**src/rtl/game_disp_pkg.sv**
```systemverilog
// Shared types and constants for the game status display.
//   disp_state_t : display state machine states
//   SEG_OFF      : all segments dark (active-low)
//   HEX7_TABLE   : active-low {a,b,c,d,e,f,g} patterns for hex digits 0-F
//   bar_pattern  : MSB-first health bar mask
package game_disp_pkg;

    typedef enum logic [1:0] {IDLE, PLAY, WARN, OVER} disp_state_t;

    localparam logic [6:0] SEG_OFF = 7'h7F;

    // Element n is the pattern for hex digit n.
    localparam logic [15:0][6:0] HEX7_TABLE = {
        7'h38, 7'h30, 7'h42, 7'h31, 7'h60, 7'h08, 7'h04, 7'h00,
        7'h0F, 7'h20, 7'h24, 7'h4C, 7'h06, 7'h12, 7'h4F, 7'h01
    };

    localparam int unsigned BAR_MAX_W = 64;

    // hp_c ones packed against bit led_w-1; caller truncates to its bar width.
    function automatic logic [BAR_MAX_W-1:0] bar_pattern(input int unsigned hp_c,
                                                         input int unsigned led_w);
        logic [BAR_MAX_W-1:0] mask;
        mask = '0;
        if (hp_c >= BAR_MAX_W) begin
            mask = '1;
        end else if (hp_c != 0) begin
            mask = ((BAR_MAX_W'(1) << hp_c) - BAR_MAX_W'(1)) << (led_w - hp_c);
        end
        return mask;
    endfunction

endpackage

```
**src/rtl/disp_seg_scan.sv**
```systemverilog
// Multiplexed 7-segment scan with a frame latch so digits never tear.
//   clk, rst_n : clock, synchronous active-low reset
//   score      : hex digits of the selected mode, digit 0 in the LSB nibble
//   frame_clr  : load zeros instead of score at the next frame boundary
//   blank      : force the display dark; counter and latch keep running
//   an, seg    : active-low digit enables and segments, registered together
module disp_seg_scan
    import game_disp_pkg::*;
#(
    parameter int unsigned DIGITS   = 4,
    parameter int unsigned SCAN_DIV = 16
) (
    input  logic                  clk,
    input  logic                  rst_n,
    input  logic [DIGITS*4-1:0]   score,
    input  logic                  frame_clr,
    input  logic                  blank,
    output logic [DIGITS-1:0]     an,
    output logic [6:0]            seg
);

    localparam int unsigned IDX_W = $clog2(DIGITS);

    logic [SCAN_DIV-1:0] cnt_q;
    logic [DIGITS*4-1:0] frame_q;
    logic [IDX_W-1:0]    idx;
    logic [3:0]          nib;

    assign idx = cnt_q[SCAN_DIV-1 -: IDX_W];
    assign nib = frame_q[{idx, 2'b00} +: 4];

    // Counter, frame latch (loaded as the counter wraps), registered drive.
    always_ff @(posedge clk) begin
        if (!rst_n) begin
            cnt_q   <= '0;
            frame_q <= '0;
            an      <= '1;
            seg     <= SEG_OFF;
        end else begin
            cnt_q <= cnt_q + SCAN_DIV'(1);
            if (&cnt_q) begin
                frame_q <= frame_clr ? '0 : score;
            end
            an  <= blank ? '1 : ~(DIGITS'(1) << idx);
            seg <= blank ? SEG_OFF : HEX7_TABLE[nib];
        end
    end

endmodule

```
**src/rtl/game_status_display.sv**
```systemverilog
// Status display controller: mode arbitration, health-bar LEDs with
// low-health blink and game-over flash, and the 7-segment score scan.
//   clk, rst_n  : clock, synchronous active-low reset
//   mode_en     : per-mode enable, lowest index wins
//   hp, score   : per-mode health and hex score digits
//   game_over   : game-over flag of the active mode
//   blank       : dark 7-segment display
//   led         : health bar / flash pattern
//   an, seg     : active-low digit enables and segments
//   active_mode : registered selected mode index
module game_status_display
    import game_disp_pkg::*;
#(
    parameter int unsigned NUM_MODES = 2,
    parameter int unsigned LED_W     = 16,
    parameter int unsigned HP_W      = 5,
    parameter int unsigned DIGITS    = 4,
    parameter int unsigned SCAN_DIV  = 16,
    parameter int unsigned BLINK_DIV = 24,
    parameter int unsigned LOW_HP    = 4,
    localparam int unsigned SEL_W    = (NUM_MODES > 1) ? $clog2(NUM_MODES) : 1
) (
    input  logic                          clk,
    input  logic                          rst_n,
    input  logic [NUM_MODES-1:0]          mode_en,
    input  logic [NUM_MODES*HP_W-1:0]     hp,
    input  logic [NUM_MODES*DIGITS*4-1:0] score,
    input  logic                          game_over,
    input  logic                          blank,
    output logic [LED_W-1:0]              led,
    output logic [DIGITS-1:0]             an,
    output logic [6:0]                    seg,
    output logic [SEL_W-1:0]              active_mode
);

    disp_state_t           state_q;
    disp_state_t           ns;
    logic [SEL_W-1:0]      sel_nx;
    logic [HP_W-1:0]       hp_sel;
    logic [HP_W-1:0]       hp_c;
    logic [DIGITS*4-1:0]   score_sel;
    logic [BLINK_DIV-1:0]  blink_q;
    logic [LED_W-1:0]      bar;
    logic                  any_en;
    logic                  phase;

    // Lowest enabled index.
    always_comb begin
        sel_nx = '0;
        for (int i = NUM_MODES - 1; i >= 0; i--) begin
            if (mode_en[i]) sel_nx = SEL_W'(i);
        end
    end

    // Health and score of the registered selection.
    always_comb begin
        hp_sel    = '0;
        score_sel = '0;
        for (int i = 0; i < NUM_MODES; i++) begin
            if (SEL_W'(i) == active_mode) begin
                hp_sel    = hp[i*HP_W +: HP_W];
                score_sel = score[i*DIGITS*4 +: DIGITS*4];
            end
        end
    end

    assign any_en = |mode_en;
    assign hp_c   = (hp_sel > HP_W'(LED_W)) ? HP_W'(LED_W) : hp_sel;
    assign bar    = LED_W'(bar_pattern(32'(hp_c), LED_W));
    assign phase  = blink_q[BLINK_DIV-1];

    // Game over outranks the health rule; losing every enable wins over all.
    function automatic disp_state_t next_state(input disp_state_t cur,
                                               input logic en,
                                               input logic over,
                                               input logic hp_zero,
                                               input logic hp_low);
        disp_state_t nxt;
        nxt = PLAY;
        if (!en)                  nxt = IDLE;
        else if (cur == IDLE)     nxt = PLAY;
        else if (over || hp_zero) nxt = OVER;
        else if (hp_low)          nxt = WARN;
        else                      nxt = PLAY;
        return nxt;
    endfunction

    assign ns = next_state(state_q, any_en, game_over, hp_c == '0,
                           hp_c <= HP_W'(LOW_HP));

    // State, arbitration register, blink counter and LED drive.
    always_ff @(posedge clk) begin
        if (!rst_n) begin
            state_q     <= IDLE;
            active_mode <= '0;
            blink_q     <= '0;
            led         <= '0;
        end else begin
            state_q     <= ns;
            active_mode <= sel_nx;
            blink_q     <= blink_q + BLINK_DIV'(1);
            case (ns)
                IDLE:    led <= '0;
                PLAY:    led <= bar;
                WARN:    led <= phase ? bar : '0;
                OVER:    led <= phase ? '1 : '0;
                default: led <= '0;
            endcase
        end
    end

    disp_seg_scan #(
        .DIGITS   (DIGITS),
        .SCAN_DIV (SCAN_DIV)
    ) u_scan (
        .clk       (clk),
        .rst_n     (rst_n),
        .score     (score_sel),
        .frame_clr (state_q == IDLE),
        .blank     (blank),
        .an        (an),
        .seg       (seg)
    );

endmodule
```
**config.mk**
```make
export PLATFORM = sky130hd
export DESIGN_NAME = game_status_display
export DESIGN_NICKNAME = d
export VERILOG_FILES = /design/src/rtl/game_disp_pkg.sv /design/src/rtl/disp_seg_scan.sv /design/src/rtl/game_status_display.sv
export SDC_FILE = /design/constraint.sdc
export NUM_CORES = 1
export LEC_CHECK = 0
export CORE_ASPECT_RATIO = 0.6
export CORE_UTILIZATION = 40
export CTS_CLUSTER_SIZE = 28
export DETAILED_ROUTE_END_ITERATION = 8
export SYNTH_ARGS = -nofsm -noshare
export SYNTH_HDL_FRONTEND = slang
export SYNTH_SLANG_ARGS = --single-unit
```
**constraint.sdc**
```tcl
create_clock -name clk -period 13.1 [get_ports clk]
set_input_delay 3.275 -clock clk [delete_from_list [all_inputs] [get_ports clk]]
set_output_delay 3.275 -clock clk [all_outputs]
set_load 0.02 [all_outputs]
```
; ---- Word level (Yosys, flattened, before mapping)
; Memories as Yosys holds them, arrays and structs flattened. A register that Yosys moved wholly into a read port is not among the register bits.
; Cells that the tools add are included.
[word_totals]
rom_bits = 112
mem_bits_rw = 0
word_cells = 45
regBits = 79
out_inout_bits = 28
latchBits = 0
memories = 1
[op_classes]
shift = 4
bitwise_logic = 2
magnitude_cmp = 2
n_mul = 0
n_reduce_logical = 9
div_mod_pow = 0
eq_ne = 3
muxes = 13
addsub = 4
[memory_table]
columns = name, words, word_bits, read_ports, rd_clocked_by_memory_dff, wr, line_no
row1 = (no name shown), 16, 7, 1, 1, 0, disp_seg_scan.sv:45  ; seg <= blank ? SEG_OFF : HEX7_TABLE[nib];
[op_table]
columns = op, n
row1 = 16-bit two-way mux, 5
row2 = 16-bit one-hot mux with 4 select lines, 1
row3 = 1-bit by 5-bit left shift with 64-bit output (first input constant), 1
row4 = 64-bit by 32-bit left shift with 16-bit output, 1
row5 = 64-bit by 2-bit subtractor with 64-bit output (second input constant), 1
row6 = 24-bit by 1-bit adder with 24-bit output (second input constant), 1
row7 = 16-bit by 1-bit adder with 16-bit output (second input constant), 1
row8 = 16-bit AND reduction, 1
row9 = 16-bit by 5-bit indexed part select with 4-bit output, 1
row10 = 5-bit two-way mux, 2
row11 = 2-bit two-way mux, 4
row12 = 2-bit OR reduction, 3
row13 = 5-bit by 5-bit subtractor with 6-bit output (first input constant), 1
row14 = 5-bit greater-than comparator (second input constant), 1
row15 = 5-bit by 3-bit less-or-equal comparator with 1-bit output (second input constant), 1
row16 = 5-bit zero test, 1
row17 = 5-bit nonzero test, 1
row18 = 2-bit == test (second input constant), 2
row19 = 2-bit zero test, 2
row20 = 4-bit inverter, 1
row21 = 1-bit by 2-bit left shift with 4-bit output (first input constant), 1
row22 = 2-bit by 1-bit == test with 1-bit output (second input constant), 1
row23 = 1-bit logical OR, 1
row24 = 1-bit two-way mux, 1
row25 = 1-bit inverter, 1

; ---- Depth between registers and ports, before layout
[logic_depth]
word_depth = 10
ltp_mapped = 18

; ---- Cells and area by module
; A second synthesis with hierarchy kept.
[hier_totals]
cells_unflattened = 611
hier_area_um2 = 5539.1
[by_module_without_submodules]
columns = module, seq_area_each_um2, area_per_inst_um2, n_inst, cells_per_inst
row1 = game_status_display, 860.8, 3519.6, 1, 408
row2 = disp_seg_scan, 860.8, 2019.4, 1, 203

; ---- Least setup slack after synthesis
; No wires, ideal clock.
[synth_path]
path_kind = input port to flip-flop
from = input port hp[4]
to = register led[13]
path_stages = 16
setup_slack_ps = 6550
n_path_buf = 4
arrival_ps = 6471
setup_ps = 79
required_time_ps = 13021
path_cell_list = mux2i_4 and2_1 inv_1 clkbuf_1 buf_2 ha_1 or2_1 buf_6 or3_1 buf_2 a22o_4 a2111oi_4 xnor2_1 a222oi_1 or4_1 o211ai_1
[synth_via]
elab_chain_len = 10
[synth_rtl]
columns = element, line_no
row1 = start: declaration, game_status_display.sv:26  ; input logic [NUM_MODES*HP_W-1:0] hp,
row2 = 5-bit two-way mux (*), game_status_display.sv:60  ; if (SEL_W'(i) == active_mode) begin
row3 = 5-bit greater-than comparator, game_status_display.sv:68  ; assign hp_c = (hp_sel > HP_W'(LED_W)) ? HP_W'(LED_W) : hp_sel;
row4 = 5-bit two-way mux (*), game_status_display.sv:68
row5 = "parallel branches: the longest is 6 deep, another holds 64-bit by 2-bit subtractor with 64-bit output", n/a
row6 = 16-bit one-hot mux with 4 select lines (*), game_status_display.sv:102  ; case (ns)
row7 = end signal: assignment, game_status_display.sv:104  ; PLAY: led <= bar;
row8 = end signal: assignment, game_status_display.sv:105  ; WARN: led <= phase ? bar : '0;
row9 = end signal: assignment, game_status_display.sv:106  ; OVER: led <= phase ? '1 : '0;
row10 = end: declaration, game_status_display.sv:30  ; output logic [LED_W-1:0] led,
; Every way passes the cells marked *.
; A chain may end at the register's enable or synchronous reset.

; ---- Worst setup path after layout
[layout_path]
from = input port hp[4]
to = register led[15]
; Same word-level chain as after synthesis.

==> results.tsv <==
stage	metric	value	unit
layout	drive_gt1_share	6.64	%
critical_path	cp_data_required_time	13.30	ns
placement	place_congestion	0.947	
power	ir_worst_vdd	46.5	uV
layout	final_cell_mix	85 x dfxtp_1, 75 x clkdlybuf4s50_1, 49 x nand3_1, 48 x nand2_1, 38 x nor2_1	
detailed_routing	vias	4879	
synthesis	syn_nets	685	
synthesis	ys_async_sr_fraction	0	%
sta	slew-limit-headroom	26.4	%
clock_tree	cts_tree	done	
clock_tree	cts_buffers	9	
layout	nets	735	
grt	grt.total_usage	20.8	%
critical_path	worstReg2RegStart	active_mode$_SDFF_PP0_	
layout	antennaDiodeCount	0	
synthesis	yosysTopAreaCell	dfxtp_1	
critical_path	critPathArrivalTime	7.78	ns
worst_hold_path	hp-class	register to register	
grt	grt_max_degree	63	
synthesis	synth_edf_count	0	
synthesis	syn_inst	623	
placement	postPlaceCellArea	0.00614	mm^2
critical_path	crit_type	input pin to register	
detailed_routing	wl_per_cell	16.6	um
synthesis	ys.warnings.count	0	
sta	hold_violations	0	
detailed_routing	first_iter_violations	313	
grt	grt_pass1_wl	22.5	mm
clock_tree	hold_buffers	0	
layout	fin_area	0.00642	mm^2
detailed_routing	route.detailed.drc	0	
synthesis	synth_flop_cell	dfxtp_1	
synthesis	syn_avg_cell_area	8.54	um^2
detailed_routing	first_pass_iters	5	
synthesis	synth.distinct_cells	80	
floorplan	initial_core_util	41.3	%
placement	portBuffers	75	
synthesis	seq_area_frac_synth	32.4	%
layout	multi_input_area	0.00337	mm^2
floorplan	core	0.0129	mm^2
layout	final_common_cell	dfxtp_1	
grt	antenna_found_initial	0	
clock_tree	cts_resized	0	
synthesis	yosysTopAreaCellShare	32.4	%
critical_path	reg2reg_depth	12	
synthesis	netlist_top_cells_area	dfxtp_1 32%, mux2i_1 5.5%, xnor2_1 4.9%	
sta	maxSlewViolCount	0	
synthesis	yosys_register_bits	86	
clock_tree	cts-root-buf	clkbuf_16	
power	power_density	102	mW/mm^2
critical_path	start_kind	input pin	
sta	fin_worst_skew	0.00887	ns
detailed_routing	ant_nets	0	
clock_tree	htree_levels	3	
synthesis	synth_area	0.00532	mm^2
floorplan	die_y	91.3	um
critical_path	r2r_end	led[15]$_SDFF_PN0_	
layout	n_fill_cell	1255	
clock_tree	clkTransAtPathRegs	0.07	ns
layout	area_growth	20.6	%
critical_path	worstSetupEndpointType	register	
floorplan	die_area	0.0138	mm^2
layout	seqCellArea	0.00172	mm^2
worst_hold_path	worstHoldEndpoint	u_scan.cnt_q[0]$_SDFF_PN0_	
sta	fmax	0.132	GHz
status	status	completed	
sta	rsz0062_at_grt	false	
clock_tree	clock_latency	0.34	ns
sta	setup_tns	0	ns
critical_path	worst-path-max-fanout	20	
floorplan	die_width	151	um
sta	worst_pin_slew	1.10	ns
critical_path	reg2reg_slack	7.84	ns
clock_tree	clk_path_buf_depth	2	
clock_tree	postCtsSetupRepairBufs	0	
floorplan	row_count	32	
sta	timing.final.crit_share	57.9	%
detailed_routing	via_per_inst	5.75	
grt	grt_pass1_vias	4515	
sta	setup_viol	0	
grt	overflow	0	
floorplan	pin_count	76	
clock_tree	cts.sinks	86	
sta	min_period	7.58	ns
power	leakagePower	0.00233	uW
flow_run	cap_violations	0	
detailed_routing	routed_wl	14.1	mm
placement	dpl.hpwl	10.4	mm
worst_hold_path	worstHoldPathCells	1	
worst_hold_path	worstHoldStart	u_scan.cnt_q[0]$_SDFF_PN0_	
-- power breakdown --
part	leakage, uW	switching (uW)	internal, uW
registers	0.000698	4.45	268
clock network	0.000129	107	130
logic	0.00150	83.8	61.1
-- sequential cells by signal (all words and copies together) (netlist names) --
name            flops
blink_q            24
led                16
u_scan.cnt_q       16
u_scan.frame_q     16
u_scan.seg          7
u_scan.an           4
state_q             2
active_mode         1
-- cells by family after synthesis --
logic type                 share of synthesized area (%)
AOI/OAI and AO/OA                                   20.2
DFF                                                 32.4
and+or+nand+nor                                     24.3
buffers and inverters                               4.33
xor gates and xnor gates                            6.09
muxes                                               9.48
adders and majority gates                           3.29
-- layout make-up --
type                       count  share of cell area (%)
sequential                    86                    26.9
clock inverter                 6                   0.722
inverter                      15                   0.878
multi-input combinational    482                    52.5
clock buffer                  10                    3.57
tap                          170                    3.32
timing repair buffer          79                    12.2
-- worst max-delay path, cell delays in order --
cell	delay, ns
clkdlybuf4s50_1	0.52
mux2i_4	0.32
and2_1	0.46
inv_1	0.43
ha_1	0.42
or2_1	0.33
or3_1	0.47
a22o_4	0.32
a2111oi_4	0.30
xnor2_1	0.14
a222oi_1	0.42
o32a_1	0.26
a22oi_1	0.08
-- worst max path at each step --
stage                     startpoint                 end  slack [ns]
after global routing           hp[4]  led[15]$_SDFF_PN0_        5.29
final                          hp[4]  led[15]$_SDFF_PN0_        5.52
after floorplan                hp[4]  led[13]$_SDFF_PN0_        6.55
after detailed placement       hp[4]  led[15]$_SDFF_PN0_        5.27
after global placement         hp[4]  led[15]$_SDFF_PN0_        5.22
after CTS                      hp[4]  led[15]$_SDFF_PN0_        5.58
-- synthesized netlist by cell type (6+ instances only) --
cell type  instances
nor4_1             6
buf_1              6
a21oi_1           25
or3_1              8
nor3_1             6
mux2i_1           29
inv_1             14
o31ai_1           19
nand4_1            7
xnor2_1           30
mux2_2             7
and2_1            36
ha_1              14
and3_1            10
nor2b_1            7
nor2_1            38
xor2_1             7
nand3_1           49
o211ai_1           8
dfxtp_1           86
nand2_1           48
a31oi_1            6
o21ai_0           19
clkbuf_1          27
-- layer usage --
metal	GRT usage [%]	vias up	wire length, um
met4	6.42	0	171
met3	4.02	16	707
met1	28.8	2330	6850
met5	0	-	0
met2	32.3	146	6390
li1	-	2387	-
-- stage by stage --
step                setup slack [ns]  util (%)  std cells  hold slack, ns  total power [uW]
floorplan                       6.55         -        623           0.413               371
global placement                5.22      47.6        832           0.425               422
detailed placement              5.27      47.6        832           0.429               420
CTS                             5.58      49.8        848           0.439               657
global route                    5.29      49.8        848           0.473               683
finish                          5.52      49.8        848           0.440               654
(Power assumes the default switching activity.)
